<file path="src/rtl/dmem_ctrl.sv">
// Data-memory access controller: aligns CPU byte/half/word loads and stores onto a
// big-endian 32-bit memory port, with alignment checking and an ack timeout.
module dmem_ctrl #(
   parameter int TIMEOUT = 15
) (
   input  logic        clk,
   input  logic        reset,
   input  logic        req,
   input  logic        wr,
   input  logic [0:31] addr,
   input  logic [1:0]  DSize,
   input  logic        loadSign,
   input  logic [0:31] wdata,
   output logic        stall,
   output logic        done,
   output logic [0:31] rdata,
   output logic        misalign,
   output logic        buserr,
   output logic        mem_req,
   output logic        mem_wr,
   output logic [0:31] mem_addr,
   output logic [0:3]  mem_be,
   output logic [0:31] mem_wdata,
   input  logic [0:31] mem_rdata,
   input  logic        mem_ack
);

   localparam int CW = (TIMEOUT > 2) ? $clog2(TIMEOUT) : 1;

   typedef enum logic [1:0] {
      IDLE   = 2'd0,
      ACCESS = 2'd1,
      RESP   = 2'd2
   } state_t;

   state_t          state_r;
   logic   [CW-1:0] cnt_r;
   logic   [1:0]    capSize_r;
   logic   [1:0]    capOff_r;
   logic            capSign_r;

   function automatic logic isMisaligned(input logic [1:0] size, input logic [1:0] off);
      logic bad;
      case (size)
         2'd0:    bad = 1'b0;
         2'd1:    bad = off[0];
         2'd3:    bad = (off != 2'd0);
         default: bad = 1'b1;
      endcase
      return bad;
   endfunction

   function automatic logic [0:3] byteEnables(input logic [1:0] size, input logic [1:0] off);
      logic [0:3] be;
      case (size)
         2'd0:    be = 4'b1000 >> off;
         2'd1:    be = off[1] ? 4'b0011 : 4'b1100;
         2'd3:    be = 4'b1111;
         default: be = 4'b0000;
      endcase
      return be;
   endfunction

   function automatic logic [0:31] storeLanes(input logic [1:0] size, input logic [0:31] wd);
      logic [0:31] lanes;
      case (size)
         2'd0:    lanes = {4{wd[24:31]}};
         2'd1:    lanes = {2{wd[16:31]}};
         default: lanes = wd;
      endcase
      return lanes;
   endfunction

   // Lane 0 is the most significant byte of the memory word (big-endian).
   function automatic logic [0:31] loadExtract(input logic [1:0] size, input logic [1:0] off,
                                               input logic sgn, input logic [0:31] md);
      logic [7:0]  b;
      logic [15:0] h;
      logic [0:31] r;
      case (off)
         2'd0:    b = md[0:7];
         2'd1:    b = md[8:15];
         2'd2:    b = md[16:23];
         default: b = md[24:31];
      endcase
      h = off[1] ? md[16:31] : md[0:15];
      case (size)
         2'd0:    r = {{24{sgn & b[7]}}, b};
         2'd1:    r = {{16{sgn & h[15]}}, h};
         default: r = md;
      endcase
      return r;
   endfunction

   assign stall = req & ~done;

   // Access sequencer: all outputs except stall are registered here.
   always_ff @(posedge clk or posedge reset) begin
      if (reset) begin
         state_r   <= IDLE;
         cnt_r     <= '0;
         capSize_r <= 2'd0;
         capOff_r  <= 2'd0;
         capSign_r <= 1'b0;
         done      <= 1'b0;
         misalign  <= 1'b0;
         buserr    <= 1'b0;
         rdata     <= 32'h0000_0000;
         mem_req   <= 1'b0;
         mem_wr    <= 1'b0;
         mem_addr  <= 32'h0000_0000;
         mem_be    <= 4'b0000;
         mem_wdata <= 32'h0000_0000;
      end else begin
         case (state_r)
            IDLE: begin
               done     <= 1'b0;
               misalign <= 1'b0;
               buserr   <= 1'b0;
               if (req) begin
                  capSize_r <= DSize;
                  capOff_r  <= addr[30:31];
                  capSign_r <= loadSign;
                  if (isMisaligned(DSize, addr[30:31])) begin
                     state_r  <= RESP;
                     done     <= 1'b1;
                     misalign <= 1'b1;
                     rdata    <= 32'h0000_0000;
                  end else begin
                     state_r   <= ACCESS;
                     cnt_r     <= '0;
                     mem_req   <= 1'b1;
                     mem_wr    <= wr;
                     mem_addr  <= {addr[0:29], 2'b00};
                     mem_be    <= byteEnables(DSize, addr[30:31]);
                     mem_wdata <= storeLanes(DSize, wdata);
                  end
               end
            end
            ACCESS: begin
               // An ack in the final allowed cycle still completes normally.
               if (mem_ack) begin
                  state_r <= RESP;
                  done    <= 1'b1;
                  rdata   <= mem_wr ? 32'h0000_0000
                                    : loadExtract(capSize_r, capOff_r, capSign_r, mem_rdata);
                  mem_req <= 1'b0;
                  mem_wr  <= 1'b0;
                  mem_be  <= 4'b0000;
               end else if (cnt_r == CW'(TIMEOUT - 1)) begin
                  state_r <= RESP;
                  done    <= 1'b1;
                  buserr  <= 1'b1;
                  rdata   <= 32'h0000_0000;
                  mem_req <= 1'b0;
                  mem_wr  <= 1'b0;
                  mem_be  <= 4'b0000;
               end else begin
                  cnt_r <= cnt_r + CW'(1);
               end
            end
            RESP: begin
               state_r  <= IDLE;
               cnt_r    <= '0;
               done     <= 1'b0;
               misalign <= 1'b0;
               buserr   <= 1'b0;
            end
            default: begin
               state_r  <= IDLE;
               cnt_r    <= '0;
               done     <= 1'b0;
               misalign <= 1'b0;
               buserr   <= 1'b0;
               mem_req  <= 1'b0;
               mem_wr   <= 1'b0;
               mem_be   <= 4'b0000;
            end
         endcase
      end
   end

endmodule

</file>
<file path="config.mk">
export PLATFORM = sky130hd
export DESIGN_NAME = dmem_ctrl
export DESIGN_NICKNAME = d
export VERILOG_FILES = /design/src/rtl/dmem_ctrl.sv
export SDC_FILE = /design/constraint.sdc
export NUM_CORES = 1
export LEC_CHECK = 0
export ABC_CLOCK_PERIOD_IN_PS = 5900
export BUFFER_PORTS_ARGS = -buffer_cell sky130_fd_sc_hd__buf_2
export CORE_MARGIN = 3
export CORE_UTILIZATION = 34
export DETAILED_ROUTE_END_ITERATION = 7
export SLEW_MARGIN = 20
export SYNTH_ARGS = -nofsm -noshare
export SYNTH_HDL_FRONTEND = slang
export SYNTH_SLANG_ARGS = --single-unit
</file>
<file path="constraint.sdc">
create_clock -name clk -period 5.9 [get_ports clk]
set_input_delay 0 -clock clk [delete_from_list [all_inputs] [get_ports clk]]
set_output_delay 0 -clock clk [all_outputs]
set_load 0.1 [all_outputs]
</file>
# --- Word level (Yosys, flattened, before mapping) ---
# Index checks and enable logic that the tools add are counted.
# Widths: inputs -> output; s select.
totals:
  wordCells: 98
  inputBits: 104
  register_bits: 114
op_classes:
  n_bitwise: 6
  addsub: 1
  n_mux: 48
  n_shift: 1
  n_eq_ne: 15
  n_reduce_logical: 13
op_table:
  columns: ["operator", "count"]
  rows:
  - ["$pmux 32 s2", 3]
  - ["$mux 32", 5]
  - ["$mux 4", 9]
  - ["$pmux 4 s3", 2]
  - ["$pmux 8 s3", 1]
  - ["$mux 16", 1]
  - ["$mux 8", 2]
  - ["$mux 1", 14]
  - ["$ne 2x2->1 const B", 6]
  - ["$reduce_and 4->1", 3]
  - ["$pmux 1 s3", 3]
  - ["$eq 2x1->1 const B", 4]
  - ["$logic_not 2->1", 4]
  - ["$mux 2", 4]
  - ["$pmux 4 s2", 1]
  - ["$eq 2x2->1 const B", 3]
  - ["$reduce_and 2->1", 3]
  - ["$add 4x1->4 const B", 1]
  - ["$eq 4x4->1 const B", 1]
  - ["$pmux 1 s2", 2]
  - ["$pmux 2 s2", 1]
  - ["$reduce_bool 2->1", 2]
  - ["$shr 4x2->4 const A", 1]
  - ["$and 1x1->1", 3]
  - ["other kinds (3)", 5]

# --- Longest topological paths before layout ---
# Gate-level depths: netlist (run 1).
depth:
  depth_word: 9
  mapped_depth: 7

# --- Worst setup path before layout (run 1) ---
# OpenSTA, ideal clock, no wires.
synth_timing:
  kind: "register to output"
  start: "register done"
  end: "output port stall"
  n_path_buf: 0
  setup_slack_ps: 3678
  stages_incl_launch_ff: 2
  t_arrival_ps: 2222
  cell_sequence: "dfrtp_1 nor2b_1"
synth_between:
  elab_chain_len: 2
synth_rtl:
  columns: ["item", "line_no", "rtl"]
  rows:
  - ["from (decl)", "15", "output logic done,"]
  - ["from (signal assigned)", "105", "done <= 1'b0;"]
  - ["from (signal assigned)", "117", "done <= 1'b0;"]
  - ["from (signal assigned)", "126", "done <= 1'b1;"]
  - ["$not 1->1", "95", "assign stall = req & ~done;"]
  - ["$and 1x1->1", "95", null]
  - ["to (decl)", "14", "output logic stall,"]
# Every way passes these cells.

# --- Worst setup path after layout (run 1) ---
layout_timing:
  start: "register capOff_r[1]"
  end: "register rdata[0] in the netlist's numbering"
layout_between:
  elab_chain_len: 9
  word_cells_on_any_way: 13
layout_rtl:
  columns: ["item", "line_no", "rtl"]
  rows:
  - ["from (decl)", "39", "logic [1:0] capOff_r;"]
  - ["from (signal assigned)", "122", "capOff_r <= addr[30:31];"]
  - ["$eq 2x2->1, or another cell as far along", "80", "case (off)"]
  - ["$pmux 8 s3", "80", null]
  - ["$mux 8", "142", "if (mem_ack) begin"]
  - ["$mux 8", "115", "case (state_r)"]
  - ["$and 1x1->1", "88", "2'd0: r = {{24{sgn & b[7]}}, b};"]
  - ["$pmux 32 s2 (*)", "87", "case (size)"]
  - ["$mux 32 (*)", "145", "rdata <= mem_wr ? 32'h0000_0000"]
  - ["$mux 32 (*)", "142", null]
  - ["$pmux 32 s2 (*)", "115", null]
  - ["to (signal assigned)", "145", null]
  - ["to (decl)", "16", "output logic [0:31] rdata,"]
# Every way passes the cells marked *; elsewhere a longest branch is shown, timed or not. The select of a mux whose other input is x is not followed.
# A chain may end at the register's enable or synchronous reset.

==> flow_results.xml, run 1 <==
<?xml version="1.0" encoding="UTF-8"?>
<metrics>
  <group name="outcome">
    <metric name="outcome" unit="">finished, final reports clean</metric>
  </group>
  <group name="drt">
    <metric name="routed-via-count" unit="">4990</metric>
    <metric name="wl" unit="um">16600</metric>
    <metric name="viasPerCell" unit="">5.01</metric>
    <metric name="drcViolationCount" unit="">0</metric>
    <metric name="first_iteration_detailed_routing_drc_count" unit="">264</metric>
    <metric name="drt-wirelength-per-cell" unit="um">16.6</metric>
    <metric name="first_pass_drt_iterations" unit="">5</metric>
    <metric name="detail-route-antenna-nets" unit="">0</metric>
  </group>
  <group name="global_route">
    <metric name="globalRoute.totalOverflow" unit="">0</metric>
    <metric name="global_router_s_overall_resource_usage" unit="">0.190</metric>
    <metric name="grt_first_pass_wirelength" unit="um">27000</metric>
    <metric name="largest_net_degree_at_the_start_of_global_routing" unit="">90</metric>
    <metric name="antenna_found_initial" unit="">0</metric>
    <metric name="vias_in_the_first_global_route" unit="">5171</metric>
  </group>
  <group name="timing">
    <metric name="tns" unit="ps">0</metric>
    <metric name="finalWorstPathRequiredPeriod" unit="ps">2600</metric>
    <metric name="timing.final.max_slew_violations" unit="">0</metric>
    <metric name="fmaxAchievable" unit="MHz">385</metric>
    <metric name="worstMarginPinSlew" unit="ps">1070</metric>
    <metric name="timing.final.crit_share" unit="">0.440</metric>
    <metric name="final-setup-viol-count" unit="">0</metric>
    <metric name="setup_repair_after_global_routing_missed_its_margin" unit="">no</metric>
    <metric name="timing_hold_violations_final" unit="">0</metric>
    <metric name="max_slew_margin" unit="">0.283</metric>
    <metric name="skew" unit="ps">9.52</metric>
  </group>
  <group name="synthesis">
    <metric name="synthCells" unit="">474</metric>
    <metric name="synthesis.area_per_instance" unit="um2">11.5</metric>
    <metric name="postSynth.asyncResetShare" unit="">1.00</metric>
    <metric name="synthesis.yosys.warnings" unit="">0</metric>
    <metric name="post_synth_top_flop" unit="">sky130_fd_sc_hd__dfrtp_1</metric>
    <metric name="yosysSeqAreaShare" unit="">0.524</metric>
    <metric name="cell_area_after_synthesis" unit="mm2">0.00545</metric>
    <metric name="ys_ff_latch" unit="">114</metric>
    <metric name="count_of_flip_flops_with_a_built_in_enable_after_synthesis" unit="">0</metric>
    <metric name="ys_types" unit="">48</metric>
  </group>
  <group name="floorplanning">
    <metric name="fp.coreArea" unit="mm2">0.0154</metric>
    <metric name="die-height" unit="um">133</metric>
    <metric name="initial_core_util" unit="">0.353</metric>
    <metric name="die-area" unit="mm2">0.0176</metric>
    <metric name="ios" unit="">210</metric>
    <metric name="fp.dieW" unit="um">133</metric>
    <metric name="std_cell_rows" unit="">45</metric>
  </group>
  <group name="layout">
    <metric name="fin_cells" unit="">997</metric>
    <metric name="final_nets" unit="">879</metric>
    <metric name="post_route_cells_drive_above_1_share" unit="">0.374</metric>
    <metric name="fillerInstances" unit="">1347</metric>
    <metric name="antenna_cells_inserted" unit="">0</metric>
    <metric name="synthToLayoutAreaGrowth" unit="%">51.9</metric>
  </group>
  <group name="setup_path">
    <metric name="critPathKind" unit="">reg -&gt; reg</metric>
    <metric name="worstPathArrival" unit="ps">2940</metric>
    <metric name="cp-end-kind" unit="">flop</metric>
    <metric name="worstSetupStartpoint" unit="">capOff_r[1]</metric>
    <metric name="crit_required" unit="ps">6240</metric>
    <metric name="worst_reg2reg_path_startpoint" unit="">capOff_r[1]</metric>
    <metric name="timing.critical_path.from_type" unit="">flop</metric>
    <metric name="critPathMaxFanout" unit="">23</metric>
  </group>
  <group name="place">
    <metric name="portBuffers" unit="">207</metric>
    <metric name="place_congestion" unit="">0.835</metric>
    <metric name="dp_hpwl" unit="um">11000</metric>
    <metric name="placedCellCount" unit="">863</metric>
  </group>
  <group name="clock_tree">
    <metric name="cts_clock_pin_slew_for_the_worst_setup_and_hold_paths" unit="ps">50</metric>
    <metric name="cts-root-to-sink-buffers" unit="">2</metric>
    <metric name="cts-htree-levels" unit="">4</metric>
    <metric name="clkLatencyLatePin" unit="ps">420</metric>
    <metric name="ctsRootBufferMaster" unit="">sky130_fd_sc_hd__clkbuf_16</metric>
    <metric name="cts_tree" unit="">done</metric>
    <metric name="post_cts.repair.setup_buffers" unit="">0</metric>
    <metric name="clock_sinks" unit="">114</metric>
    <metric name="cts_inserted_buffers" unit="">17</metric>
    <metric name="postCtsResizedCells" unit="">0</metric>
  </group>
  <group name="flow_run">
    <metric name="maxCapViolCount" unit="">0</metric>
  </group>
  <group name="hold_path">
    <metric name="hold_start" unit="">mem_rdata[16]</metric>
    <metric name="min_delay_path_class" unit="">in -&gt; reg</metric>
  </group>
</metrics>
-- sequential cells by signal, summed over array words and instances, names as in the netlist --
signal,count
rdata,32
capSign_r,1
capOff_r,2
state_r,2
mem_wdata,32
mem_be,4
misalign,1
done,1
mem_addr,30
mem_req,1
buserr,1
capSize_r,2
mem_wr,1
cnt_r,4
-- layer usage --
metal	vias up	share of wire	global-route usage
li1	2332	-	-
met1	2447	0.43	0.234
met2	193	0.48	0.314
met3	18	0.073	0.0650
met4	0	0.016	0.0629
met5	-	0	0
-- layout make-up --
class	instances	area [um2]	share of cell area
clock buffers	19	453	0.0548
flip-flops and latches	114	2850	0.345
well taps	211	264	0.0319
clock inverters	13	183	0.0221
repair buffers	312	2080	0.251
multi-input cells	309	2360	0.286
inverters	19	73.8	0.00893
-- worst max-delay path: stages (launching register included) --
cell	delay, ps
sky130_fd_sc_hd__dfrtp_1	1050
sky130_fd_sc_hd__mux2_2	340
sky130_fd_sc_hd__nor2_1	70
sky130_fd_sc_hd__a2111oi_4	840
sky130_fd_sc_hd__a221o_1	220
-- cell families (layout without fill, tap and decap cells) --
group	Yosys count	after routing	synth area share
other	1	2	0.000689
multiplexers	88	88	0.173
adder cells (fa/ha/maj)	2	2	0.00459
buffers and inverters	52	363	0.0446
AND/OR/NAND/NOR	99	99	0.0875
AO/OA/AOI/OAI	117	117	0.164
XOR/XNOR	1	1	0.00161
flip-flops	114	114	0.524
-- path summary, 6_finish.rpt --
kind / end / slack [ps] / cells past startpoint
max: rdata[0] / 3300 / 4
min: rdata[16] / 50 / 4
max reg2reg: rdata[0] / 3300 / 4
min reg2reg: mem_wdata[9] / 470 / 2
max in group asynchronous: rdata[14] / 4410 / 4
min in group asynchronous: mem_addr[12] / 220 / 3
-- per-stage QoR --
step / setup WS [ps] / cell area, um2 / util / hold WS, ps
CTS: 3320 / 8270 / 0.536 / 33.3
finish: 3300 / 8270 / 0.536 / 54.4
global route: 3150 / 8270 / 0.536 / 67.5
global placement: 3440 / 6610 / 0.429 / 126
detailed placement: 3330 / 6610 / 0.429 / 137
floorplan: 2880 / 5450 / - / 122
-- synthesized netlist by cell type (3+ instances only) --
master	instances	area (um2)
sky130_fd_sc_hd__a21oi_1	14	70.1
sky130_fd_sc_hd__a221o_1	23	230
sky130_fd_sc_hd__a31oi_1	3	18.8
sky130_fd_sc_hd__a32o_1	8	80.1
sky130_fd_sc_hd__buf_2	14	70.1
sky130_fd_sc_hd__buf_4	4	30.0
sky130_fd_sc_hd__clkbuf_1	11	41.3
sky130_fd_sc_hd__dfrtp_1	114	2850
sky130_fd_sc_hd__inv_1	19	71.3
sky130_fd_sc_hd__mux2_2	41	462
sky130_fd_sc_hd__mux2i_1	46	460
sky130_fd_sc_hd__nand2_1	37	139
sky130_fd_sc_hd__nand2b_1	10	62.6
sky130_fd_sc_hd__nand3_1	7	35.0
sky130_fd_sc_hd__nor2_1	22	82.6
sky130_fd_sc_hd__nor3_1	8	40.0
sky130_fd_sc_hd__o21ai_0	36	180
sky130_fd_sc_hd__o22ai_1	8	50.1
sky130_fd_sc_hd__o2bb2ai_1	11	96.3
-- layout by cell type (no fill, tap or decap), types with 3 or more instances in the layout --
| cell | n |
|---|---|
| sky130_fd_sc_hd__buf_2 | 207 |
| sky130_fd_sc_hd__dfrtp_1 | 114 |
| sky130_fd_sc_hd__dlygate4sd3_1 | 102 |
| sky130_fd_sc_hd__mux2i_1 | 46 |
| sky130_fd_sc_hd__mux2_2 | 41 |
| sky130_fd_sc_hd__nand2_1 | 37 |
| sky130_fd_sc_hd__o21ai_0 | 36 |
| sky130_fd_sc_hd__a221o_1 | 23 |
| sky130_fd_sc_hd__nor2_1 | 22 |
| sky130_fd_sc_hd__inv_1 | 18 |
| sky130_fd_sc_hd__clkbuf_16 | 17 |
| sky130_fd_sc_hd__a21oi_1 | 14 |
| sky130_fd_sc_hd__o2bb2ai_1 | 11 |
| sky130_fd_sc_hd__nand2b_1 | 10 |
| sky130_fd_sc_hd__o22ai_1 | 8 |
| sky130_fd_sc_hd__nor3_1 | 8 |
| sky130_fd_sc_hd__a32o_1 | 8 |
| sky130_fd_sc_hd__nand3_1 | 7 |
| sky130_fd_sc_hd__clkinvlp_4 | 4 |
| sky130_fd_sc_hd__bufinv_16 | 4 |
| sky130_fd_sc_hd__a31oi_1 | 3 |
| sky130_fd_sc_hd__clkinv_2 | 3 |
| sky130_fd_sc_hd__buf_4 | 3 |
-- what timing repair did --
item,4_1_cts,5_1_grt
hold buffers,102,0
endpoints found under the hold margin,152,0
endpoints found under the setup margin,0,0
Power of run 1 is not shown: default switching activity piles up to over one toggle a cycle in this logic, so the estimate is an artifact.
==> inputs of run 2 (changes only) <==
--- a/config.mk
+++ b/config.mk
@@ -5,7 +5,7 @@
 export SDC_FILE = /design/constraint.sdc
 export NUM_CORES = 1
 export LEC_CHECK = 0
-export ABC_CLOCK_PERIOD_IN_PS = 5900
+export ABC_CLOCK_PERIOD_IN_PS = 2500
 export BUFFER_PORTS_ARGS = -buffer_cell sky130_fd_sc_hd__buf_2
 export CORE_MARGIN = 3
 export CORE_UTILIZATION = 34
==> constraint.sdc (replaced) <==
create_clock -name clk -period 2.5 [get_ports clk]
set_input_delay 0 -clock clk [delete_from_list [all_inputs] [get_ports clk]]
set_output_delay 0 -clock clk [all_outputs]
set_load 0.1 [all_outputs]
==> flow_results.xml, run 2 (same netlist as run 1, synthesis figures left out) <==
<?xml version="1.0" encoding="UTF-8"?>
<metrics>
  <group name="outcome">
    <metric name="outcome" unit="">finished, final reports clean</metric>
  </group>
  <group name="layout">
    <metric name="layout.cells.most_common_list" unit="">sky130_fd_sc_hd__buf_2 (207), sky130_fd_sc_hd__dfrtp_1 (114), sky130_fd_sc_hd__dlygate4sd3_1 (104)</metric>
    <metric name="final_nets" unit="">891</metric>
    <metric name="antenna_cells_inserted" unit="">0</metric>
    <metric name="final_cell_area" unit="mm2">0.00832</metric>
    <metric name="final_common_cell" unit="">sky130_fd_sc_hd__buf_2</metric>
    <metric name="largest_registers" unit="">mem_wdata x32, rdata x32, mem_addr x30</metric>
    <metric name="post_route_cells_drive_above_1_share" unit="">0.377</metric>
    <metric name="synthToLayoutAreaGrowth" unit="%">52.9</metric>
  </group>
  <group name="floorplanning">
    <metric name="ios" unit="">210</metric>
    <metric name="die-area" unit="mm2">0.0176</metric>
    <metric name="initial_core_util" unit="">0.353</metric>
    <metric name="die-height" unit="um">133</metric>
    <metric name="fp.dieW" unit="um">133</metric>
    <metric name="std_cell_rows" unit="">45</metric>
    <metric name="fp.coreArea" unit="mm2">0.0154</metric>
  </group>
  <group name="setup_path">
    <metric name="worstPathArrival" unit="ps">2310</metric>
    <metric name="critPathKind" unit="">reg -&gt; reg</metric>
    <metric name="crit_required" unit="ps">2790</metric>
    <metric name="timing.critical_path.from_type" unit="">flop</metric>
    <metric name="critPathMaxFanout" unit="">89</metric>
    <metric name="reg2regPathDepth" unit="">4</metric>
    <metric name="cp-end-kind" unit="">flop</metric>
  </group>
  <group name="clock_tree">
    <metric name="clock_sinks" unit="">114</metric>
    <metric name="ctsRootBufferMaster" unit="">sky130_fd_sc_hd__clkbuf_16</metric>
    <metric name="cts-root-to-sink-buffers" unit="">2</metric>
    <metric name="postCtsResizedCells" unit="">0</metric>
    <metric name="cts_clock_pin_slew_for_the_worst_setup_and_hold_paths" unit="ps">50</metric>
    <metric name="cts_tree" unit="">done</metric>
    <metric name="clkLatencyLatePin" unit="ps">410</metric>
    <metric name="cts-htree-levels" unit="">4</metric>
    <metric name="cts_inserted_buffers" unit="">17</metric>
  </group>
  <group name="timing">
    <metric name="worstMarginPinSlew" unit="ps">893</metric>
    <metric name="setup_repair_after_global_routing_missed_its_margin" unit="">no</metric>
    <metric name="skew" unit="ps">7.17</metric>
    <metric name="final-setup-viol-count" unit="">0</metric>
    <metric name="timing.final.max_slew_violations" unit="">0</metric>
    <metric name="finalWorstPathRequiredPeriod" unit="ps">2020</metric>
    <metric name="max_slew_margin" unit="">0.405</metric>
    <metric name="tns" unit="ps">0</metric>
    <metric name="timing.final.crit_share" unit="">0.807</metric>
    <metric name="fmaxAchievable" unit="MHz">496</metric>
    <metric name="timing.hold.ws" unit="ps">34.6</metric>
    <metric name="timing_hold_violations_final" unit="">0</metric>
  </group>
  <group name="drt">
    <metric name="first_iteration_detailed_routing_drc_count" unit="">233</metric>
    <metric name="detail-route-antenna-nets" unit="">0</metric>
    <metric name="viasPerCell" unit="">4.91</metric>
    <metric name="routed-via-count" unit="">4959</metric>
    <metric name="drcViolationCount" unit="">0</metric>
    <metric name="first_pass_drt_iterations" unit="">4</metric>
    <metric name="drt-wirelength-per-cell" unit="um">16.1</metric>
    <metric name="wl" unit="um">16200</metric>
  </group>
  <group name="hold_path">
    <metric name="worst_hold_path_depth" unit="">4</metric>
    <metric name="min_delay_path_class" unit="">in -&gt; reg</metric>
  </group>
  <group name="global_route">
    <metric name="grt_first_pass_wirelength" unit="um">26800</metric>
    <metric name="global_router_s_overall_resource_usage" unit="">0.187</metric>
    <metric name="vias_in_the_first_global_route" unit="">5199</metric>
    <metric name="globalRoute.totalOverflow" unit="">0</metric>
    <metric name="antenna_found_initial" unit="">0</metric>
    <metric name="largest_net_degree_at_the_start_of_global_routing" unit="">90</metric>
  </group>
  <group name="place">
    <metric name="dp_hpwl" unit="um">11000</metric>
    <metric name="dpl-instance-area" unit="mm2">0.00670</metric>
    <metric name="place_congestion" unit="">0.803</metric>
    <metric name="portBuffers" unit="">207</metric>
  </group>
  <group name="flow_run">
    <metric name="maxCapViolCount" unit="">0</metric>
  </group>
</metrics>
## run 2: final timing paths
check,from,end,slack (ps)
max,state_r[1],mem_addr[3],480
min,mem_rdata[16],rdata[16],30
max reg2reg,state_r[1],mem_addr[3],480
min reg2reg,mem_wdata[21],mem_wdata[21],470
max in group asynchronous,reset,mem_wdata[20],1550
min in group asynchronous,reset,rdata[20],210
## run 2: layer usage
metal  wire, um  vias up  GRT usage
met5          0        -          0
met4        299        0     0.0710
met3       1090       21     0.0529
met2       7830      197      0.307
met1       6990     2387      0.235
li1           -     2354          -
## run 2: worst max-delay path, stage by stage, from the launching register on
cell and delay (ps):
sky130_fd_sc_hd__dfrtp_1 450, sky130_fd_sc_hd__nor2_1 160, sky130_fd_sc_hd__o2111ai_4 110, sky130_fd_sc_hd__buf_4 690, sky130_fd_sc_hd__mux2_2 420
## run 2: timing repair
item,in CTS,in global routing
hold endpoints to repair,123,0
hold buffers,104,0
buffers inserted,0,0
## run 2: area by class of cell
cell class                 instances  area [um2]
fill                            1325        7100
sequential                       114        2850
multi-input combinational        309        2370
clock buffer                      21         440
timing repair buffer             324        2190
clock inverter                    11         138
inverter                          19        75.1
tap                              211         264
## run 2: metrics by stage
step / setup WS, ps / util / std cells
floorplan: 278 / - / 475
global placement: 503 / 0.434 / 873
detailed placement: 423 / 0.434 / 873
CTS: 410 / 0.539 / 1009
global route: 346 / 0.540 / 1009
finish: 483 / 0.540 / 1009
Power of run 2 is left out for the same reason.
==> inputs of run 3 (changes only) <==
--- a/config.mk
+++ b/config.mk
@@ -5,7 +5,7 @@
 export SDC_FILE = /design/constraint.sdc
 export NUM_CORES = 1
 export LEC_CHECK = 0
-export ABC_CLOCK_PERIOD_IN_PS = 2500
+export ABC_CLOCK_PERIOD_IN_PS = 1800
 export BUFFER_PORTS_ARGS = -buffer_cell sky130_fd_sc_hd__buf_2
 export CORE_MARGIN = 3
 export CORE_UTILIZATION = 34
==> constraint.sdc (replaced) <==
create_clock -name clk -period 1.8 [get_ports clk]
set_input_delay 0 -clock clk [delete_from_list [all_inputs] [get_ports clk]]
set_output_delay 0 -clock clk [all_outputs]
set_load 0.1 [all_outputs]
==> flow_results.xml, run 3 (same netlist as run 1, synthesis figures left out) <==
<?xml version="1.0" encoding="UTF-8"?>
<metrics>
  <group name="layout">
    <metric name="finalCoreUtilization" unit="">0.544</metric>
    <metric name="synthToLayoutAreaGrowth" unit="%">54.2</metric>
    <metric name="fillerInstances" unit="">1351</metric>
    <metric name="final_common_cell" unit="">sky130_fd_sc_hd__buf_2</metric>
    <metric name="layout.cells.most_common_list" unit="">sky130_fd_sc_hd__buf_2 (207), sky130_fd_sc_hd__dfrtp_1 (112), sky130_fd_sc_hd__dlygate4sd3_1 (101)</metric>
    <metric name="largest_registers" unit="">mem_wdata x32, rdata x32, mem_addr x30</metric>
    <metric name="final_nets" unit="">900</metric>
    <metric name="post_route_cells_drive_above_1_share" unit="">0.398</metric>
    <metric name="antenna_cells_inserted" unit="">0</metric>
    <metric name="final_cell_area" unit="mm2">0.00840</metric>
  </group>
  <group name="setup_path">
    <metric name="cp-end-kind" unit="">flop</metric>
    <metric name="critPathKind" unit="">reg -&gt; reg</metric>
    <metric name="worstPathArrival" unit="ps">1990</metric>
    <metric name="timing.critical_path.from_type" unit="">flop</metric>
    <metric name="cp_slowest_stage_delay" unit="ps">530</metric>
    <metric name="critPathMaxFanout" unit="">8</metric>
    <metric name="worstSetupStartpoint" unit="">capOff_r[1]</metric>
    <metric name="worst_reg2reg_path_startpoint" unit="">capOff_r[1]</metric>
    <metric name="crit_required" unit="ps">2100</metric>
    <metric name="reg2regPathDepth" unit="">4</metric>
    <metric name="critical_path.cell_chain" unit="">mux4_2, a31oi_4, o21ai_0, a32o_1</metric>
    <metric name="cpMaxStageDelayCell" unit="">sky130_fd_sc_hd__mux4_2</metric>
  </group>
  <group name="timing">
    <metric name="timing_hold_violations_final" unit="">0</metric>
    <metric name="fmaxAchievable" unit="MHz">589</metric>
    <metric name="finalWorstPathRequiredPeriod" unit="ps">1700</metric>
    <metric name="worstMarginPinSlew" unit="ps">627</metric>
    <metric name="max_slew_margin" unit="">0.581</metric>
    <metric name="timing.final.crit_share" unit="">0.943</metric>
    <metric name="timing.final.max_slew_violations" unit="">0</metric>
    <metric name="final-setup-viol-count" unit="">0</metric>
    <metric name="skew" unit="ps">8.76</metric>
    <metric name="setup_repair_after_global_routing_missed_its_margin" unit="">no</metric>
  </group>
  <group name="drt">
    <metric name="first_pass_drt_iterations" unit="">4</metric>
    <metric name="drt-wirelength-per-cell" unit="um">16.2</metric>
    <metric name="wl" unit="um">16500</metric>
    <metric name="routed-via-count" unit="">5048</metric>
    <metric name="first_iteration_detailed_routing_drc_count" unit="">239</metric>
    <metric name="viasPerCell" unit="">4.96</metric>
    <metric name="drcViolationCount" unit="">0</metric>
    <metric name="detail-route-antenna-nets" unit="">0</metric>
  </group>
  <group name="place">
    <metric name="dp_hpwl" unit="um">11100</metric>
    <metric name="place_congestion" unit="">0.790</metric>
    <metric name="dpl-instance-area" unit="mm2">0.00680</metric>
    <metric name="portBuffers" unit="">207</metric>
  </group>
  <group name="hold_path">
    <metric name="min_delay_path_class" unit="">in -&gt; reg</metric>
    <metric name="worst_hold_path_depth" unit="">4</metric>
    <metric name="hold_start" unit="">mem_rdata[16]</metric>
  </group>
  <group name="floorplanning">
    <metric name="initial_core_util" unit="">0.353</metric>
    <metric name="ios" unit="">210</metric>
    <metric name="fp.coreArea" unit="mm2">0.0154</metric>
    <metric name="die-area" unit="mm2">0.0176</metric>
    <metric name="die-height" unit="um">133</metric>
    <metric name="fp.dieW" unit="um">133</metric>
    <metric name="std_cell_rows" unit="">45</metric>
  </group>
  <group name="clock_tree">
    <metric name="cts_tree" unit="">done</metric>
    <metric name="cts_inserted_buffers" unit="">17</metric>
    <metric name="cts-htree-levels" unit="">4</metric>
    <metric name="clock_sinks" unit="">114</metric>
    <metric name="ctsRootBufferMaster" unit="">sky130_fd_sc_hd__clkbuf_16</metric>
    <metric name="clkLatencyLatePin" unit="ps">410</metric>
    <metric name="cts-root-to-sink-buffers" unit="">2</metric>
    <metric name="cts_clock_pin_slew_for_the_worst_setup_and_hold_paths" unit="ps">50</metric>
  </group>
  <group name="flow_run">
    <metric name="maxCapViolCount" unit="">0</metric>
  </group>
  <group name="outcome">
    <metric name="outcome" unit="">finished, final reports clean</metric>
  </group>
  <group name="global_route">
    <metric name="global_router_s_overall_resource_usage" unit="">0.189</metric>
    <metric name="grt_first_pass_wirelength" unit="um">27100</metric>
    <metric name="antenna_found_initial" unit="">0</metric>
    <metric name="largest_net_degree_at_the_start_of_global_routing" unit="">115</metric>
    <metric name="vias_in_the_first_global_route" unit="">5307</metric>
    <metric name="globalRoute.totalOverflow" unit="">0</metric>
  </group>
</metrics>
## run 3: per-layer routing
layer / GRT usage / up-vias / wire length (um)
li1: - / 2384 / -
met1: 0.226 / 2414 / 6830
met2: 0.311 / 216 / 7890
met3: 0.0620 / 34 / 1220
met4: 0.0872 / 0 / 513
met5: 0 / - / 0
## run 3: critical path, delay by kind of cell, from the launching register on
kind               cells  cell delay [ps]
AOI/OAI and AO/OA      3              670
DFF                    1              390
muxes                  1              530
## run 3: worst paths after layout
kind                       slack, ps   endpoint
max in group asynchronous       1010     mem_wr
min reg2reg                      470  mem_be[1]
min                               30  rdata[16]
max reg2reg                      100  rdata[19]
min in group asynchronous        310  rdata[17]
max                              100  rdata[19]
## run 3: through the flow
step / setup slack [ps] / std cells / setup TNS [ps] / hold WS (ps)
finish: 103 / 1018 / 0 / 27.1
detailed placement: -65.8 / 882 / -905 / 236
global route: 10.2 / 1018 / 0 / 40.2
CTS: -1.70 / 1015 / -1.70 / 4.94
floorplan: 100 / 475 / 0 / 118
global placement: 7.43 / 882 / 0 / 228
## run 3: final cells by class
class / instances / area (um2) / area share
clock inverter: 14 / 118 / 0.0140
sequential: 114 / 2860 / 0.340
inverter: 19 / 75.1 / 0.00894
tap: 211 / 264 / 0.0314
timing repair buffer: 333 / 2280 / 0.272
clock buffer: 18 / 429 / 0.0511
multi-input combinational: 309 / 2370 / 0.282
## run 3: what timing repair did
action	in CTS	in global routing
hold buffers	101	0
pin swaps	1	2
gates resized for setup	2	4
endpoints found under the setup margin	23	61
hold endpoints to repair	214	0
buffers inserted	0	3
Power of run 3 is left out for the same reason.
